<file path="config.mk">
export PLATFORM = sky130hd
export DESIGN_NAME = host_cmd_initiator
export DESIGN_NICKNAME = d
export VERILOG_FILES = /design/src/rtl/host_cmd_pkg.sv /design/src/rtl/host_cmd_initiator.sv
export SDC_FILE = /design/constraint.sdc
export NUM_CORES = 1
export LEC_CHECK = 0
export CAP_MARGIN = 20
export CORE_MARGIN = 5
export CORE_UTILIZATION = 30
export CTS_CLUSTER_SIZE = 12
export DETAILED_ROUTE_END_ITERATION = 16
export PLACE_DENSITY_LB_ADDON = 0.08
export SLEW_MARGIN = 25
export SYNTH_ARGS = -nofsm -noshare
export SYNTH_HDL_FRONTEND = slang
export SYNTH_SLANG_ARGS = --single-unit
</file>
<file path="constraint.sdc">
create_clock -name clk -period 5 [get_ports clk]
set_input_delay 0.5 -clock clk [delete_from_list [all_inputs] [get_ports clk]]
set_output_delay 0.5 -clock clk [all_outputs]
set_load 0.02 [all_outputs]
</file>
<file path="src/rtl/host_cmd_pkg.sv">
// Shared definitions for the host-side UART command protocol: opcodes, command
// type encodings, latched command payload and per-type frame/response sizes.
package host_cmd_pkg;

    localparam logic [7:0] OP_WR   = 8'hAA;
    localparam logic [7:0] OP_RD   = 8'hBB;
    localparam logic [7:0] OP_ALU  = 8'hCC;
    localparam logic [7:0] OP_ALUN = 8'hDD;

    typedef enum logic [1:0] {
        CMD_WR   = 2'd0,
        CMD_RD   = 2'd1,
        CMD_ALU  = 2'd2,
        CMD_ALUN = 2'd3
    } cmd_type_e;

    // Command fields as they go on the wire (address already zero-extended).
    typedef struct packed {
        cmd_type_e  ctype;
        logic [7:0] addr;
        logic [7:0] data;
        logic [7:0] opa;
        logic [7:0] opb;
        logic [3:0] fun;
    } cmd_t;

    function automatic logic [7:0] opcode(input cmd_type_e t);
        case (t)
            CMD_WR:  opcode = OP_WR;
            CMD_RD:  opcode = OP_RD;
            CMD_ALU: opcode = OP_ALU;
            default: opcode = OP_ALUN;
        endcase
    endfunction

    function automatic logic [2:0] frame_len(input cmd_type_e t);
        case (t)
            CMD_WR:  frame_len = 3'd3;
            CMD_RD:  frame_len = 3'd2;
            CMD_ALU: frame_len = 3'd4;
            default: frame_len = 3'd2;
        endcase
    endfunction

    function automatic logic [1:0] rsp_count(input cmd_type_e t);
        case (t)
            CMD_WR:  rsp_count = 2'd0;
            CMD_RD:  rsp_count = 2'd1;
            default: rsp_count = 2'd2;
        endcase
    endfunction

endpackage

</file>
<file path="src/rtl/host_cmd_initiator.sv">
// Host-side initiator: serialises one command into a UART TX byte frame and
// collects the response bytes from UART RX, with a per-byte response timeout.
module host_cmd_initiator
    import host_cmd_pkg::*;
#(
    parameter int unsigned DATA_W      = 8,
    parameter int unsigned ADDR_W      = 4,
    parameter int unsigned TIMEOUT_CYC = 4096
) (
    input  logic              clk,
    input  logic              rst,
    input  logic              cmd_valid,
    output logic              cmd_ready,
    input  logic [1:0]        cmd_type,
    input  logic [ADDR_W-1:0] cmd_addr,
    input  logic [DATA_W-1:0] cmd_data,
    input  logic [DATA_W-1:0] cmd_opa,
    input  logic [DATA_W-1:0] cmd_opb,
    input  logic [3:0]        cmd_fun,
    output logic [7:0]        tx_data,
    output logic              tx_valid,
    input  logic              tx_ready,
    input  logic [7:0]        rx_data,
    input  logic              rx_valid,
    output logic [15:0]       rsp_data,
    output logic              rsp_valid,
    output logic              rsp_timeout
);

    localparam int unsigned        TIMER_W   = $clog2(TIMEOUT_CYC);
    localparam logic [TIMER_W-1:0] TIMER_MAX = TIMER_W'(TIMEOUT_CYC - 1);

    typedef enum logic [1:0] {
        S_IDLE     = 2'd0,
        S_SEND     = 2'd1,
        S_WAIT_RSP = 2'd2
    } state_e;

    state_e             state_q, state_d;
    cmd_t               cmd_q, cmd_d;
    logic [1:0]         idx_q, idx_d;
    logic               rx_idx_q, rx_idx_d;
    logic [TIMER_W-1:0] timer_q, timer_d;
    logic [7:0]         rx_lsb_q, rx_lsb_d;
    logic               cmd_ready_d, tx_valid_d, rsp_valid_d, rsp_timeout_d;
    logic [7:0]         tx_data_d, frame_byte;
    logic [15:0]        rsp_data_d;
    logic               last_byte, last_rx;

    assign last_byte = (3'(idx_q) + 3'd1) == frame_len(cmd_q.ctype);
    assign last_rx   = (2'(rx_idx_q) + 2'd1) == rsp_count(cmd_q.ctype);

    // Frame byte for the current type and byte index.
    always_comb begin
        frame_byte = 8'h00;
        case ({cmd_q.ctype, idx_q})
            {CMD_WR,   2'd0}: frame_byte = OP_WR;
            {CMD_WR,   2'd1}: frame_byte = cmd_q.addr;
            {CMD_WR,   2'd2}: frame_byte = cmd_q.data;
            {CMD_RD,   2'd0}: frame_byte = OP_RD;
            {CMD_RD,   2'd1}: frame_byte = cmd_q.addr;
            {CMD_ALU,  2'd0}: frame_byte = OP_ALU;
            {CMD_ALU,  2'd1}: frame_byte = cmd_q.opa;
            {CMD_ALU,  2'd2}: frame_byte = cmd_q.opb;
            {CMD_ALU,  2'd3}: frame_byte = {4'h0, cmd_q.fun};
            {CMD_ALUN, 2'd0}: frame_byte = OP_ALUN;
            {CMD_ALUN, 2'd1}: frame_byte = {4'h0, cmd_q.fun};
            default:          frame_byte = 8'h00;
        endcase
    end

    // Next-state and next-output logic.
    always_comb begin
        state_d       = state_q;
        cmd_d         = cmd_q;
        idx_d         = idx_q;
        rx_idx_d      = rx_idx_q;
        timer_d       = timer_q;
        rx_lsb_d      = rx_lsb_q;
        cmd_ready_d   = cmd_ready;
        tx_valid_d    = tx_valid;
        tx_data_d     = tx_data;
        rsp_data_d    = rsp_data;
        rsp_valid_d   = 1'b0;
        rsp_timeout_d = 1'b0;

        case (state_q)
            S_IDLE: begin
                if (cmd_valid) begin
                    cmd_d.ctype = cmd_type_e'(cmd_type);
                    cmd_d.addr  = 8'(cmd_addr);
                    cmd_d.data  = 8'(cmd_data);
                    cmd_d.opa   = 8'(cmd_opa);
                    cmd_d.opb   = 8'(cmd_opb);
                    cmd_d.fun   = cmd_fun;
                    cmd_ready_d = 1'b0;
                    idx_d       = 2'd0;
                    tx_valid_d  = 1'b1;
                    tx_data_d   = opcode(cmd_type_e'(cmd_type));
                    state_d     = S_SEND;
                end
            end

            S_SEND: begin
                if (tx_valid) begin
                    if (tx_ready) begin
                        tx_valid_d = 1'b0;
                        if (last_byte) begin
                            if (cmd_q.ctype == CMD_WR) begin
                                cmd_ready_d = 1'b1;
                                state_d     = S_IDLE;
                            end else begin
                                timer_d  = '0;
                                rx_idx_d = 1'b0;
                                state_d  = S_WAIT_RSP;
                            end
                        end else begin
                            idx_d = idx_q + 2'd1;
                        end
                    end
                end else begin
                    // Gap cycle after an accept: present the next byte.
                    tx_valid_d = 1'b1;
                    tx_data_d  = frame_byte;
                end
            end

            S_WAIT_RSP: begin
                // A byte arriving in the expiry cycle takes priority over the timeout.
                if (rx_valid) begin
                    timer_d = '0;
                    if (last_rx) begin
                        rsp_data_d  = (cmd_q.ctype == CMD_RD) ? {8'h00, rx_data}
                                                              : {rx_data, rx_lsb_q};
                        rsp_valid_d = 1'b1;
                        cmd_ready_d = 1'b1;
                        state_d     = S_IDLE;
                    end else begin
                        rx_lsb_d = rx_data;
                        rx_idx_d = 1'b1;
                    end
                end else if (timer_q == TIMER_MAX) begin
                    rsp_timeout_d = 1'b1;
                    cmd_ready_d   = 1'b1;
                    state_d       = S_IDLE;
                end else begin
                    timer_d = timer_q + TIMER_W'(1);
                end
            end

            default: begin
                state_d     = S_IDLE;
                cmd_ready_d = 1'b1;
                tx_valid_d  = 1'b0;
            end
        endcase
    end

    always_ff @(posedge clk) begin
        if (rst) begin
            state_q     <= S_IDLE;
            cmd_q       <= '0;
            idx_q       <= 2'd0;
            rx_idx_q    <= 1'b0;
            timer_q     <= '0;
            rx_lsb_q    <= 8'h00;
            cmd_ready   <= 1'b1;
            tx_valid    <= 1'b0;
            tx_data     <= 8'h00;
            rsp_data    <= 16'h0000;
            rsp_valid   <= 1'b0;
            rsp_timeout <= 1'b0;
        end else begin
            state_q     <= state_d;
            cmd_q       <= cmd_d;
            idx_q       <= idx_d;
            rx_idx_q    <= rx_idx_d;
            timer_q     <= timer_d;
            rx_lsb_q    <= rx_lsb_d;
            cmd_ready   <= cmd_ready_d;
            tx_valid    <= tx_valid_d;
            tx_data     <= tx_data_d;
            rsp_data    <= rsp_data_d;
            rsp_valid   <= rsp_valid_d;
            rsp_timeout <= rsp_timeout_d;
        end
    end

endmodule

</file>
==> impl_summary.log <==
INFO  metric r2r_cells = 8
INFO  metric share_of_final_layout_standard_cells_stronger_than_drive_strength_1 = 5.19%
INFO  metric dp_hpwl = 7440 um
INFO  metric power.static_leakage = 1.77 nW
INFO  metric status = finished, final reports clean
INFO  metric core.rowCount = 41
INFO  metric design.die.area = 15,100 um^2
INFO  metric timing_worst_setup_path_type = reg -> reg
INFO  metric via_count_of_the_first_global_routing_pass = 3,307
INFO  metric setup_violations = 0
INFO  metric totalWireLength = 10,500 um
INFO  metric worst_setup_path_end_kind = flop
INFO  metric grt_remaining_overflow = 0
INFO  metric gp_congestion = 0.807
INFO  metric ys_types = 53
INFO  metric worst_r2r_endpoint = timer_q[11]
INFO  metric ys.flop_type = dfxtp_1
INFO  metric clock_skew = 0.00689 ns
INFO  metric worst-endpoint-arrival = 3.35 ns
INFO  metric fillers = 1,313
INFO  metric combinational_fraction_of_design_power = 10.7%
INFO  metric slew_headroom = 33.3%
INFO  metric period_share = 61.7%
INFO  metric nets = 569
INFO  metric postCtsHoldBufs = 0
INFO  metric cts_inserted_buffers = 9
INFO  metric stdcell_count = 692
INFO  metric internal_power = 0.00118 W
INFO  metric hold-path-cell-count = 2
INFO  metric hold_violations = 0
INFO  metric drtIter0Drc = 212
INFO  metric cp.required = 5.27 ns
INFO  metric htree_levels = 3
INFO  metric core_area = 12,600 um^2
INFO  metric cp_slowest_cell = dfxtp_1
INFO  metric worstHoldEndpoint = cmd_q[7]
INFO  metric initial_utilization = 30.5%
INFO  metric gr_usage_total = 14.6%
INFO  metric cts.clk_slew.worst_paths = 0.06 ns
INFO  metric number_of_i_o_pins = 75
INFO  metric postSynthNetCount = 508
INFO  metric classification_of_the_worst_slack_hold_path = reg -> reg
INFO  metric cts_tree = done
INFO  metric crit-reg2reg-launch = cmd_q[37]
INFO  metric timing.critical_path.slowest_cell_delay = 0.80 ns
INFO  metric crit_fanout = 21
INFO  metric flow.area_growth_from_synthesis = 29.7%
INFO  metric clock_power_share = 41.7%
INFO  metric syn_area_per_cell = 8.41 um^2
INFO  metric timing_worst_slew_pin_value = 0.992 ns
INFO  metric clock_tree.root_cell = clkbuf_16
INFO  metric antenna_left = 0
INFO  metric slew_viol_final = 0
INFO  metric syn-instance-count = 455
INFO  metric synth_enable_flop_cells = 0
INFO  metric synth_async_sr_flop_share = 0%
INFO  metric multi_input_comb_area = 1940 um^2
INFO  metric worst-r2r-setup-slack = 1.92 ns
INFO  metric power.density_cell_area = 315 nW/um^2
INFO  metric grt_setup_unrepaired = false
INFO  metric worst_ir_drop_vdd = 0.191 mV
INFO  metric ys_ff_latch = 87
INFO  metric post_synth_instance_area = 3830 um^2
INFO  metric placed_cells_incl_taps = 677
INFO  metric hold_start = cmd_q[7]
INFO  metric place.port_buffers = 74
INFO  metric grt_first_pass_wirelength = 17,100 um
INFO  metric yosys_warnings = 0
INFO  metric route.vias.total = 3,399
INFO  metric worst_skew_pair.late_latency = 0.34 ns
INFO  metric max_capacitance_violation_total = 0
INFO  metric power.switching_fraction = 24.3%
INFO  metric die_height = 123 um
INFO  metric clock_sinks = 87
INFO  metric first_pass_iters = 4
INFO  metric netSwitchingPower = 0.000379 W
INFO  metric seq_power_share = 47.5%
INFO  metric cts_repair_resize_count = 0
INFO  metric wl_per_cell = 15.2 um
INFO  metric synth_seq_area_share = 45.5%
INFO  metric setup_tns = 0 ns
INFO  metric grt_start_max_net_pins = 56
INFO  metric post_layout_min_period = 3.08 ns
INFO  metric clock.fmax = 324 MHz
INFO  metric die_width = 123 um
INFO  metric antenna_violations_before_repair = 0
INFO  metric final-seq-area = 1740 um^2
INFO  metric clock_path_buffers = 2
INFO  metric vias_per_cell = 4.91
INFO  metric num_antenna_cells = 0
INFO  metric startpoint_type = flop
INFO  metric path_cells = nand2_1, inv_1, ha_1, nand3b_1, a2111oi_4, o21ai_2, or4_1, a21oi_1
INFO  metric postCtsSetupRepairBufs = 0
INFO  metric post-route-drc-count = 0
INFO  metric post-layout-total-power = 0.00156 W
sequential cells by signal (all words and copies together) (netlist names), 2 cells and up:
| name | flops |
|---|---|
| cmd_q | 34 |
| rsp_data | 16 |
| rx_lsb_q | 8 |
| timer_q | 12 |
| idx_q | 2 |
| state_q | 2 |
| tx_data | 8 |
worst max-delay path by stage:
stage | startpoint | endpoint | cells past startpoint
after floorplan | cmd_q[36] | timer_q[3] | 11
after global routing | cmd_q[37] | timer_q[11] | 8
final | cmd_q[37] | timer_q[11] | 8
after global placement | cmd_q[37] | timer_q[11] | 8
after CTS | cmd_q[37] | timer_q[11] | 8
after detailed placement | cmd_q[37] | timer_q[11] | 8
cell families (layout without fill, tap and decap cells):
family | Yosys count | in the layout | share of synthesized area, %
mux | 19 | 19 | 5.03
flops | 87 | 87 | 45.5
buf+inv | 36 | 101 | 4.02
fa+ha+maj | 6 | 6 | 1.96
simple gates | 192 | 192 | 23.7
compound gates | 115 | 115 | 19.8
layout by cell type (no fill, tap or decap), types with 3 or more instances in the layout:
cell type / instances
clkbuf_1: 3
mux2i_1: 17
buf_4: 3
a22o_1: 12
inv_1: 9
nor3b_1: 3
a21oi_1: 52
or4_1: 5
a31oi_1: 5
nand4_1: 6
a22oi_1: 5
clkdlybuf4s50_1: 73
nor3_1: 11
nand2b_1: 6
dfxtp_1: 87
nor2b_1: 4
a211oi_1: 10
o211ai_1: 3
o21ai_0: 9
ha_1: 6
nand2_1: 87
o31ai_1: 3
or3_1: 7
clkbuf_16: 9
nor2_1: 35
nand3_1: 11
routing by layer:
metal | wire length [um] | part of all wire [%] | global-route usage, %
met3 | 473 | 4.5 | 4.39
met1 | 5400 | 52 | 21.0
met4 | 83 | 0.79 | 4.57
met5 | 0 | 0 | 0
met2 | 4530 | 43 | 21.1
power groups by stage:
stage / registers [W] / clock network, W / logic [W]
after floorplan: 0.000757 / 0 / 0.0000864
after global placement: 0.000757 / 0 / 0.000168
after detailed placement: 0.000758 / 0 / 0.000170
after CTS: 0.000742 / 0.000676 / 0.000170
after global routing: 0.000746 / 0.000705 / 0.000187
final: 0.000743 / 0.000652 / 0.000168
cell usage after synthesis, types with 6 or more instances:
| master | count | area share [%] |
|---|---|---|
| a211oi_1 | 10 | 2.0 |
| a21oi_1 | 52 | 6.8 |
| a22o_1 | 12 | 2.7 |
| clkbuf_1 | 18 | 1.8 |
| dfxtp_1 | 87 | 45 |
| ha_1 | 6 | 2.0 |
| inv_1 | 9 | 0.88 |
| mux2i_1 | 17 | 4.4 |
| nand2_1 | 87 | 8.5 |
| nand2b_1 | 6 | 0.98 |
| nand3_1 | 11 | 1.4 |
| nand4_1 | 6 | 0.98 |
| nor2_1 | 36 | 3.5 |
| nor3_1 | 11 | 1.4 |
| o21ai_0 | 9 | 1.2 |
| or3_1 | 7 | 1.1 |
layout make-up:
class | instances | share of cell area [%]
multi-input combinational | 332 | 39.0
sequential | 87 | 35.1
timing repair buffer | 77 | 15.3
clock buffer | 12 | 4.76
tap | 172 | 4.33
clock inverter | 3 | 0.907
inverter | 9 | 0.680
worst max-delay path, delay by kind of cell, from the launching register on:
| kind | cells | cell delay [ns] |
|---|---|---|
| buf+inv | 1 | 0.14 |
| compound gates | 3 | 0.88 |
| fa+ha+maj | 1 | 0.25 |
| simple gates | 3 | 0.95 |
| flops | 1 | 0.80 |
per-stage QoR:
step	cell area, um^2	worst slack, ns	hold WS (ns)	util, %
after global placement	4680	2.06	0.445	37.3
after global routing	4970	1.71	0.472	39.5
after CTS	4970	1.96	0.454	39.5
final	4970	1.92	0.454	39.5
after detailed placement	4680	1.99	0.446	37.3
after floorplan	3830	2.54	0.433	-
Power figures use the tool's default switching activity.
